`src/rtl/byte_loaded_instruction_memory_if.sv`:
```
// Loader/fetch bus of the byte-loaded instruction memory.
// The master side is the loader/fetch stage; the slave side is the memory.
interface byte_loaded_instruction_memory_if #(
    parameter int unsigned WORD_SIZE_IN_BYTES = 4,
    parameter int unsigned MEM_SIZE_IN_WORDS  = 64,
    parameter int unsigned PC_BUS_SIZE        = 32
);
    localparam int unsigned W  = 8 * WORD_SIZE_IN_BYTES;
    localparam int unsigned CW = $clog2(MEM_SIZE_IN_WORDS + 1);

    logic                   i_byte_write;
    logic [7:0]             i_byte;
    logic                   i_clear;
    logic [PC_BUS_SIZE-1:0] i_pc;
    logic [W-1:0]           o_instruction;
    logic [CW-1:0]          o_count;
    logic                   o_full;
    logic                   o_empty;
    logic                   o_clear_busy;
    logic                   o_halt_loaded;

    modport master (
        output i_byte_write, i_byte, i_clear, i_pc,
        input  o_instruction, o_count, o_full, o_empty, o_clear_busy, o_halt_loaded
    );

    modport slave (
        input  i_byte_write, i_byte, i_clear, i_pc,
        output o_instruction, o_count, o_full, o_empty, o_clear_busy, o_halt_loaded
    );
endinterface

```
`src/rtl/byte_loaded_instruction_memory.sv`:
```
// Instruction memory for the IF stage, filled one byte at a time by the
// debug/UART loader. Bytes are packed into words in the configured byte
// order and written sequentially; a multi-cycle sweep zeroes the array.
// Fetch is an asynchronous word read addressed by the byte-granular PC.
module byte_loaded_instruction_memory #(
    parameter int unsigned WORD_SIZE_IN_BYTES = 4,
    parameter int unsigned MEM_SIZE_IN_WORDS  = 64,
    parameter int unsigned PC_BUS_SIZE        = 32,
    parameter bit          BIG_ENDIAN         = 1'b1,
    parameter logic [8*WORD_SIZE_IN_BYTES-1:0] HALT_INSTRUCTION = '1
) (
    input  logic i_clk,
    input  logic i_reset,
    byte_loaded_instruction_memory_if.slave bus
);
    localparam int unsigned W     = 8 * WORD_SIZE_IN_BYTES;
    localparam int unsigned CW    = $clog2(MEM_SIZE_IN_WORDS + 1);
    localparam int unsigned IW    = $clog2(MEM_SIZE_IN_WORDS);
    localparam int unsigned BW    = (WORD_SIZE_IN_BYTES > 1) ? $clog2(WORD_SIZE_IN_BYTES) : 1;
    localparam int unsigned SHIFT = $clog2(WORD_SIZE_IN_BYTES);

    localparam logic [CW-1:0]          DEPTH     = CW'(MEM_SIZE_IN_WORDS);
    localparam logic [PC_BUS_SIZE-1:0] DEPTH_PC  = PC_BUS_SIZE'(MEM_SIZE_IN_WORDS);
    localparam logic [IW-1:0]          LAST_IDX  = IW'(MEM_SIZE_IN_WORDS - 1);
    localparam logic [BW-1:0]          LAST_BYTE = BW'(WORD_SIZE_IN_BYTES - 1);

    localparam logic [0:0] ST_LOAD  = 1'b0;
    localparam logic [0:0] ST_CLEAR = 1'b1;

    logic [W-1:0]  mem_q [MEM_SIZE_IN_WORDS];

    logic [0:0]    state_q,    state_d;
    logic [IW-1:0] sweep_q,    sweep_d;
    logic [IW-1:0] wr_ptr_q,   wr_ptr_d;
    logic [BW-1:0] byte_cnt_q, byte_cnt_d;
    logic [CW-1:0] count_q,    count_d;
    logic          halt_q,     halt_d;
    logic [W-1:0]  partial_q,  partial_d;

    logic [BW-1:0] lane;
    logic [W-1:0]  word_asm;
    logic          full;
    logic          accept;
    logic          mem_we;
    logic [IW-1:0] mem_waddr;
    logic [W-1:0]  mem_wdata;
    logic [PC_BUS_SIZE-1:0] rd_idx;

    assign full   = (count_q == DEPTH);
    assign accept = (state_q == ST_LOAD) && !bus.i_clear && bus.i_byte_write && !full;

    // Merge the incoming byte into the partial word at its byte-order lane
    always_comb begin
        lane     = BIG_ENDIAN ? (LAST_BYTE - byte_cnt_q) : byte_cnt_q;
        word_asm = partial_q;
        for (int unsigned i = 0; i < WORD_SIZE_IN_BYTES; i++) begin
            if (BW'(i) == lane) begin
                word_asm[8*i +: 8] = bus.i_byte;
            end
        end
    end

    // Next-state logic: clear sweep, clear request, byte assembly and word commit
    always_comb begin
        state_d    = state_q;
        sweep_d    = sweep_q;
        wr_ptr_d   = wr_ptr_q;
        byte_cnt_d = byte_cnt_q;
        count_d    = count_q;
        halt_d     = halt_q;
        partial_d  = partial_q;
        mem_we     = 1'b0;
        mem_waddr  = sweep_q;
        mem_wdata  = '0;
        case (state_q)
            ST_CLEAR: begin
                mem_we    = 1'b1;
                mem_waddr = sweep_q;
                mem_wdata = '0;
                sweep_d   = sweep_q + IW'(1);
                if (sweep_q == LAST_IDX) begin
                    state_d = ST_LOAD;
                    sweep_d = '0;
                end
            end
            default: begin
                if (bus.i_clear) begin
                    state_d    = ST_CLEAR;
                    sweep_d    = '0;
                    wr_ptr_d   = '0;
                    byte_cnt_d = '0;
                    count_d    = '0;
                    halt_d     = 1'b0;
                    partial_d  = '0;
                end else if (accept) begin
                    if (byte_cnt_q == LAST_BYTE) begin
                        mem_we     = 1'b1;
                        mem_waddr  = wr_ptr_q;
                        mem_wdata  = word_asm;
                        wr_ptr_d   = wr_ptr_q + IW'(1);
                        count_d    = count_q + CW'(1);
                        byte_cnt_d = '0;
                        partial_d  = '0;
                        if (word_asm == HALT_INSTRUCTION) begin
                            halt_d = 1'b1;
                        end
                    end else begin
                        byte_cnt_d = byte_cnt_q + BW'(1);
                        partial_d  = word_asm;
                    end
                end
            end
        endcase
    end

    // Control registers; reset parks the block at the start of a clear sweep
    always_ff @(posedge i_clk) begin
        if (i_reset) begin
            state_q    <= ST_CLEAR;
            sweep_q    <= '0;
            wr_ptr_q   <= '0;
            byte_cnt_q <= '0;
            count_q    <= '0;
            halt_q     <= 1'b0;
            partial_q  <= '0;
        end else begin
            state_q    <= state_d;
            sweep_q    <= sweep_d;
            wr_ptr_q   <= wr_ptr_d;
            byte_cnt_q <= byte_cnt_d;
            count_q    <= count_d;
            halt_q     <= halt_d;
            partial_q  <= partial_d;
        end
    end

    // Storage array; zeroing is done by the sweep rather than by reset
    always_ff @(posedge i_clk) begin
        if (mem_we && !i_reset) begin
            mem_q[mem_waddr] <= mem_wdata;
        end
    end

    // Asynchronous fetch; out-of-range word indices read as zero
    always_comb begin
        rd_idx = bus.i_pc >> SHIFT;
        if (rd_idx < DEPTH_PC) begin
            bus.o_instruction = mem_q[rd_idx[IW-1:0]];
        end else begin
            bus.o_instruction = '0;
        end
    end

    assign bus.o_count       = count_q;
    assign bus.o_full        = full;
    assign bus.o_empty       = (count_q == '0) && (byte_cnt_q == '0);
    assign bus.o_clear_busy  = (state_q == ST_CLEAR);
    assign bus.o_halt_loaded = halt_q;
endmodule

```
`src/flat_wrapper.sv`:
```
// flat-port wrapper written by rule: the top's interface ports become plain ports
module byte_loaded_instruction_memory_flat 
#(
    parameter int unsigned WORD_SIZE_IN_BYTES = 4,
    parameter int unsigned MEM_SIZE_IN_WORDS  = 64,
    parameter int unsigned PC_BUS_SIZE        = 32,
    parameter bit          BIG_ENDIAN         = 1'b1,
    parameter logic [8*WORD_SIZE_IN_BYTES-1:0] HALT_INSTRUCTION = '1
)
  (i_clk, i_reset, bus_i_byte_write, bus_i_byte, bus_i_clear, bus_i_pc, bus_o_instruction, bus_o_count, bus_o_full, bus_o_empty, bus_o_clear_busy, bus_o_halt_loaded);
  byte_loaded_instruction_memory_if #(.WORD_SIZE_IN_BYTES(WORD_SIZE_IN_BYTES), .MEM_SIZE_IN_WORDS(MEM_SIZE_IN_WORDS), .PC_BUS_SIZE(PC_BUS_SIZE)) bus_i ();
  input  logic i_clk;
  input  logic i_reset;
  input wire logic [$bits(bus_i.i_byte_write)-1:0] bus_i_byte_write;
  input wire logic [$bits(bus_i.i_byte)-1:0] bus_i_byte;
  input wire logic [$bits(bus_i.i_clear)-1:0] bus_i_clear;
  input wire logic [$bits(bus_i.i_pc)-1:0] bus_i_pc;
  output wire logic [$bits(bus_i.o_instruction)-1:0] bus_o_instruction;
  output wire logic [$bits(bus_i.o_count)-1:0] bus_o_count;
  output wire logic [$bits(bus_i.o_full)-1:0] bus_o_full;
  output wire logic [$bits(bus_i.o_empty)-1:0] bus_o_empty;
  output wire logic [$bits(bus_i.o_clear_busy)-1:0] bus_o_clear_busy;
  output wire logic [$bits(bus_i.o_halt_loaded)-1:0] bus_o_halt_loaded;
  assign bus_i.i_byte_write = bus_i_byte_write;
  assign bus_i.i_byte = bus_i_byte;
  assign bus_i.i_clear = bus_i_clear;
  assign bus_i.i_pc = bus_i_pc;
  assign bus_o_instruction = bus_i.o_instruction;
  assign bus_o_count = bus_i.o_count;
  assign bus_o_full = bus_i.o_full;
  assign bus_o_empty = bus_i.o_empty;
  assign bus_o_clear_busy = bus_i.o_clear_busy;
  assign bus_o_halt_loaded = bus_i.o_halt_loaded;
  byte_loaded_instruction_memory #(.WORD_SIZE_IN_BYTES(WORD_SIZE_IN_BYTES), .MEM_SIZE_IN_WORDS(MEM_SIZE_IN_WORDS), .PC_BUS_SIZE(PC_BUS_SIZE), .BIG_ENDIAN(BIG_ENDIAN), .HALT_INSTRUCTION(HALT_INSTRUCTION)) u_core (.i_clk(i_clk), .i_reset(i_reset), .bus(bus_i));
endmodule
```
`config.mk`:
```
export PLATFORM = sky130hd
export DESIGN_NAME = byte_loaded_instruction_memory_flat
export DESIGN_NICKNAME = d
export VERILOG_FILES = /design/src/rtl/byte_loaded_instruction_memory_if.sv /design/src/rtl/byte_loaded_instruction_memory.sv /design/src/flat_wrapper.sv
export SDC_FILE = /design/constraint.sdc
export NUM_CORES = 2
export LEC_CHECK = 0
export CORE_ASPECT_RATIO = 0.75
export CORE_MARGIN = 4
export CORE_UTILIZATION = 25
export CTS_CLUSTER_DIAMETER = 120
export DETAILED_ROUTE_END_ITERATION = 7
export SLEW_MARGIN = 20
export SYNTH_ARGS = -nofsm -noshare
export SYNTH_HDL_FRONTEND = slang
export SYNTH_SLANG_ARGS = --single-unit
```
`constraint.sdc`:
```
create_clock -name i_clk -period 3.9 [get_ports i_clk]
set_input_delay 0.78 -clock i_clk [delete_from_list [all_inputs] [get_ports i_clk]]
set_output_delay 0.78 -clock i_clk [all_outputs]
set_load 0.005 [all_outputs]
```
==> results_dict.tcl <==
set metrics [dict create \
    yosysTopAreaCell "edfxtp_1" \
    yosys-top-cells-area "edfxtp_1 75%, mux4_2 14%, mux2i_1 3.1%, dfxtp_1 1.3%, a22oi_1 1.2%" \
    synthDominantCellAreaShare 0.752 \
    firstDrtPassIters 8 \
    avgSynthCellArea_um2 22.1 \
    cts_tree "done" \
    htreeDepth 4 \
    min_from "u_core.bus.o_halt_loaded$_SDFFE_PP0P_" \
    dp_slack_ps -812 \
    drv_cap 0 \
    detail_route.wl_per_cell_um 26.1 \
    end_kind "output pin" \
    status "complete, but fails checks" \
    report.power.total_mw 45.9 \
    ys_seq_elements 2103 \
    ff2ff_path_depth 9 \
    numCtsBuffers 201 \
    routabilityCongestion 0.775 \
    relSlewSlack 0.266 \
    viasPerCell 4.73 \
    syn_area_um2 81800 \
    finalHoldViolCount 0 \
    synth_edf_count 2048 \
    power.density_nw_per_um2 453 \
    fin_cells 8773 \
    worstPathMaxFanout 7 \
    start_util 0.252 \
    skew_ps 94.4 \
    clock.fmax_mhz 254 \
    drc 0 \
    ys_seq_area_frac 0.765 \
    die_area_um2 337000 \
    syn_to_final_growth_pct 23.9 \
    p_leak_nw 32.4 \
    synth_ff_type "edfxtp_1" \
    grt_pass1_vias 41900 \
    cp.required_ps 3120 \
    crit_arrival_ps 3150 \
    grt_max_degree 65 \
    clockBufferDepth 3 \
    setup_violations 2 \
    clkTransAtPathRegs_ps 60 \
    track_usage 0.133 \
    holdPathEnd "u_core.bus.o_halt_loaded$_SDFFE_PP0P_" \
    synth_commonest_cells "2048 x edfxtp_1, 513 x mux4_2, 251 x mux2i_1" \
    r2r_slack_ps 380 \
    synth_most_common_cell "edfxtp_1" \
    violations "setup timing" \
    drt_iter0_drc 5047 \
    io_pins 87 \
    cts_root_buf "clkbuf_16" \
    period_share 1.01 \
    slew_viol_final 0 \
    worst_slew_pin_slew_ps 1100 \
    fin_nets 4356 \
    finalSetupTns_ps -67.7 \
    clk_latency_ps 850 \
    holdWs_ps 457 \
    cts.sinks 2103 \
    hold_depth 2 \
    rr_endpoint "u_core.mem_q[22][22]$_DFFE_PP_" \
    syn_inst 3709 \
    num_rows 181 \
    die_x_um 669 \
    rsz0062_at_grt "true" \
    place_hpwl_mm 140 \
    critPathLaunch "bus_i_pc[2]" \
    critPathLaunchType "input pin" \
    grt_pass1_wl_mm 320 \
    yosys.cell_types.count 65 \
    min_path_type "reg2reg" \
    yosys_warnings 0 \
    ant_nets 0 \
    vdd_ir_drop_max_v 0.000472 \
    io_buffers 84 \
    finalCriticalPeriod_ps 3930 \
    dpl.cell_count 8342 \
    antenna_found_initial 4 \
    core_area_um2 325000 \
    drt_wl_total_mm 229 \
    ys_async_sr_fraction 0 \
    r2r-start "u_core.byte_cnt_q[1]$_SDFFE_PP0P_" \
    layout_setup_ws_ps -34.5 \
    path_class "in2out" \
    grt.overflow.total 0 \
    chipHeight_um 503 \
    drive_above_1_share 0.354 \
    synth_nets 3761 \
    dr_total_vias 41500 \
]
-- worst max-delay path, cell delays in order --
cell	delay (ps)
buf_12	130
buf_16	150
buf_12	120
buf_4	140
buf_12	140
mux4_2	510
mux2_2	320
a211oi_4	300
o32ai_1	110
buf_4	160
dlygate4sd2_1	260
-- what timing repair did --
item                       CTS  global route
gates resized for setup    148            97
setup buffers               32            24
setup endpoints to repair   32            25
hold buffers                 0             0
pin swaps                   14            20
gates cloned                 3             6
-- kinds of logic (layout without fill, tap and decap cells) --
logic type      count (synthesis)  after routing  synth area share
compound gates                237            237            0.0212
xor+xnor                       11             11           0.00118
fa+ha+maj                       8              8           0.00122
buf+inv                       230            993            0.0149
flops                        2103           2103             0.765
mux                           788            788             0.177
other cells                     0              1                 0
simple gates                  332            332            0.0190
-- per-layer routing --
layer,routed length (um),up-vias,share of wire,GRT usage
li1,-,16900,-,-
met1,95600,22500,0.42,0.183
met2,109000,1814,0.47,0.211
met3,18800,283,0.082,0.0302
met4,5630,2,0.025,0.0354
met5,13,-,0.000057,0
-- worst max-delay path by stage --
stage               cells after the start  slack [ps]                            end
floorplan                               5         -50  u_core.mem_q[56][0]$_DFFE_PP_
global placement                        8        -890          bus_o_instruction[11]
detailed placement                      8        -810          bus_o_instruction[11]
CTS                                     8        -160          bus_o_instruction[28]
global route                           11        -120           bus_o_instruction[6]
finish                                 11         -30          bus_o_instruction[31]
-- cell type report --
type / count / area (um2)
Antenna cell: 1 / 2.50
Clock buffer: 245 / 5220
Clock inverter: 126 / 1310
Fill cell: 30700 / 224000
Inverter: 14 / 52.6
Multi-Input combinational cell: 1376 / 19300
Sequential cell: 2103 / 62600
Tap cell: 4300 / 5380
Timing Repair Buffer: 608 / 7430
-- where the power goes --
| group | total, mW | switching, mW | internal (mW) |
|---|---|---|---|
| combinational | 2.15 | 1.11 | 1.04 |
| sequential | 24.5 | 0.0158 | 24.5 |
| clock | 19.3 | 8.62 | 10.7 |
| total | 45.9 | 9.75 | 36.2 |
-- flip-flops by register name (all words and copies together) (netlist names) --
register	count
u_core.mem_q	2048
u_core.partial_q	32
u_core.bus.o_count	7
u_core.sweep_q	6
u_core.wr_ptr_q	6
u_core.byte_cnt_q	2
u_core.bus.o_clear_busy	1
u_core.bus.o_halt_loaded	1
-- metrics by stage --
| stage | instance area, um2 | utilization |
|---|---|---|
| 6_report | 101000 | 0.312 |
| 3_3_place_gp | 93200 | 0.287 |
| 5_1_grt | 101000 | 0.312 |
| 2_1_floorplan | 81800 | - |
| 3_5_place_dp | 93300 | 0.287 |
| 4_1_cts | 101000 | 0.310 |
-- cells in the final DEF (no fill, tap or decap), types with 16 or more instances in the layout --
cell and n:
a22oi_2 20, dlymetal6s2s_1 16, mux4_2 517, clkbuf_1 43, mux2i_1 220, dfxtp_1 55, bufinv_16 16, mux2i_2 23
buf_12 170, buf_4 308, nor2_1 62, clkinv_2 41, nor2_4 88, buf_6 28, clkdlybuf4s50_1 36, clkbuf_16 208
clkinv_1 38, nand2_1 55, a22oi_1 111, edfxtp_1 2048
No activity file was read; power rests on OpenSTA's default activity.
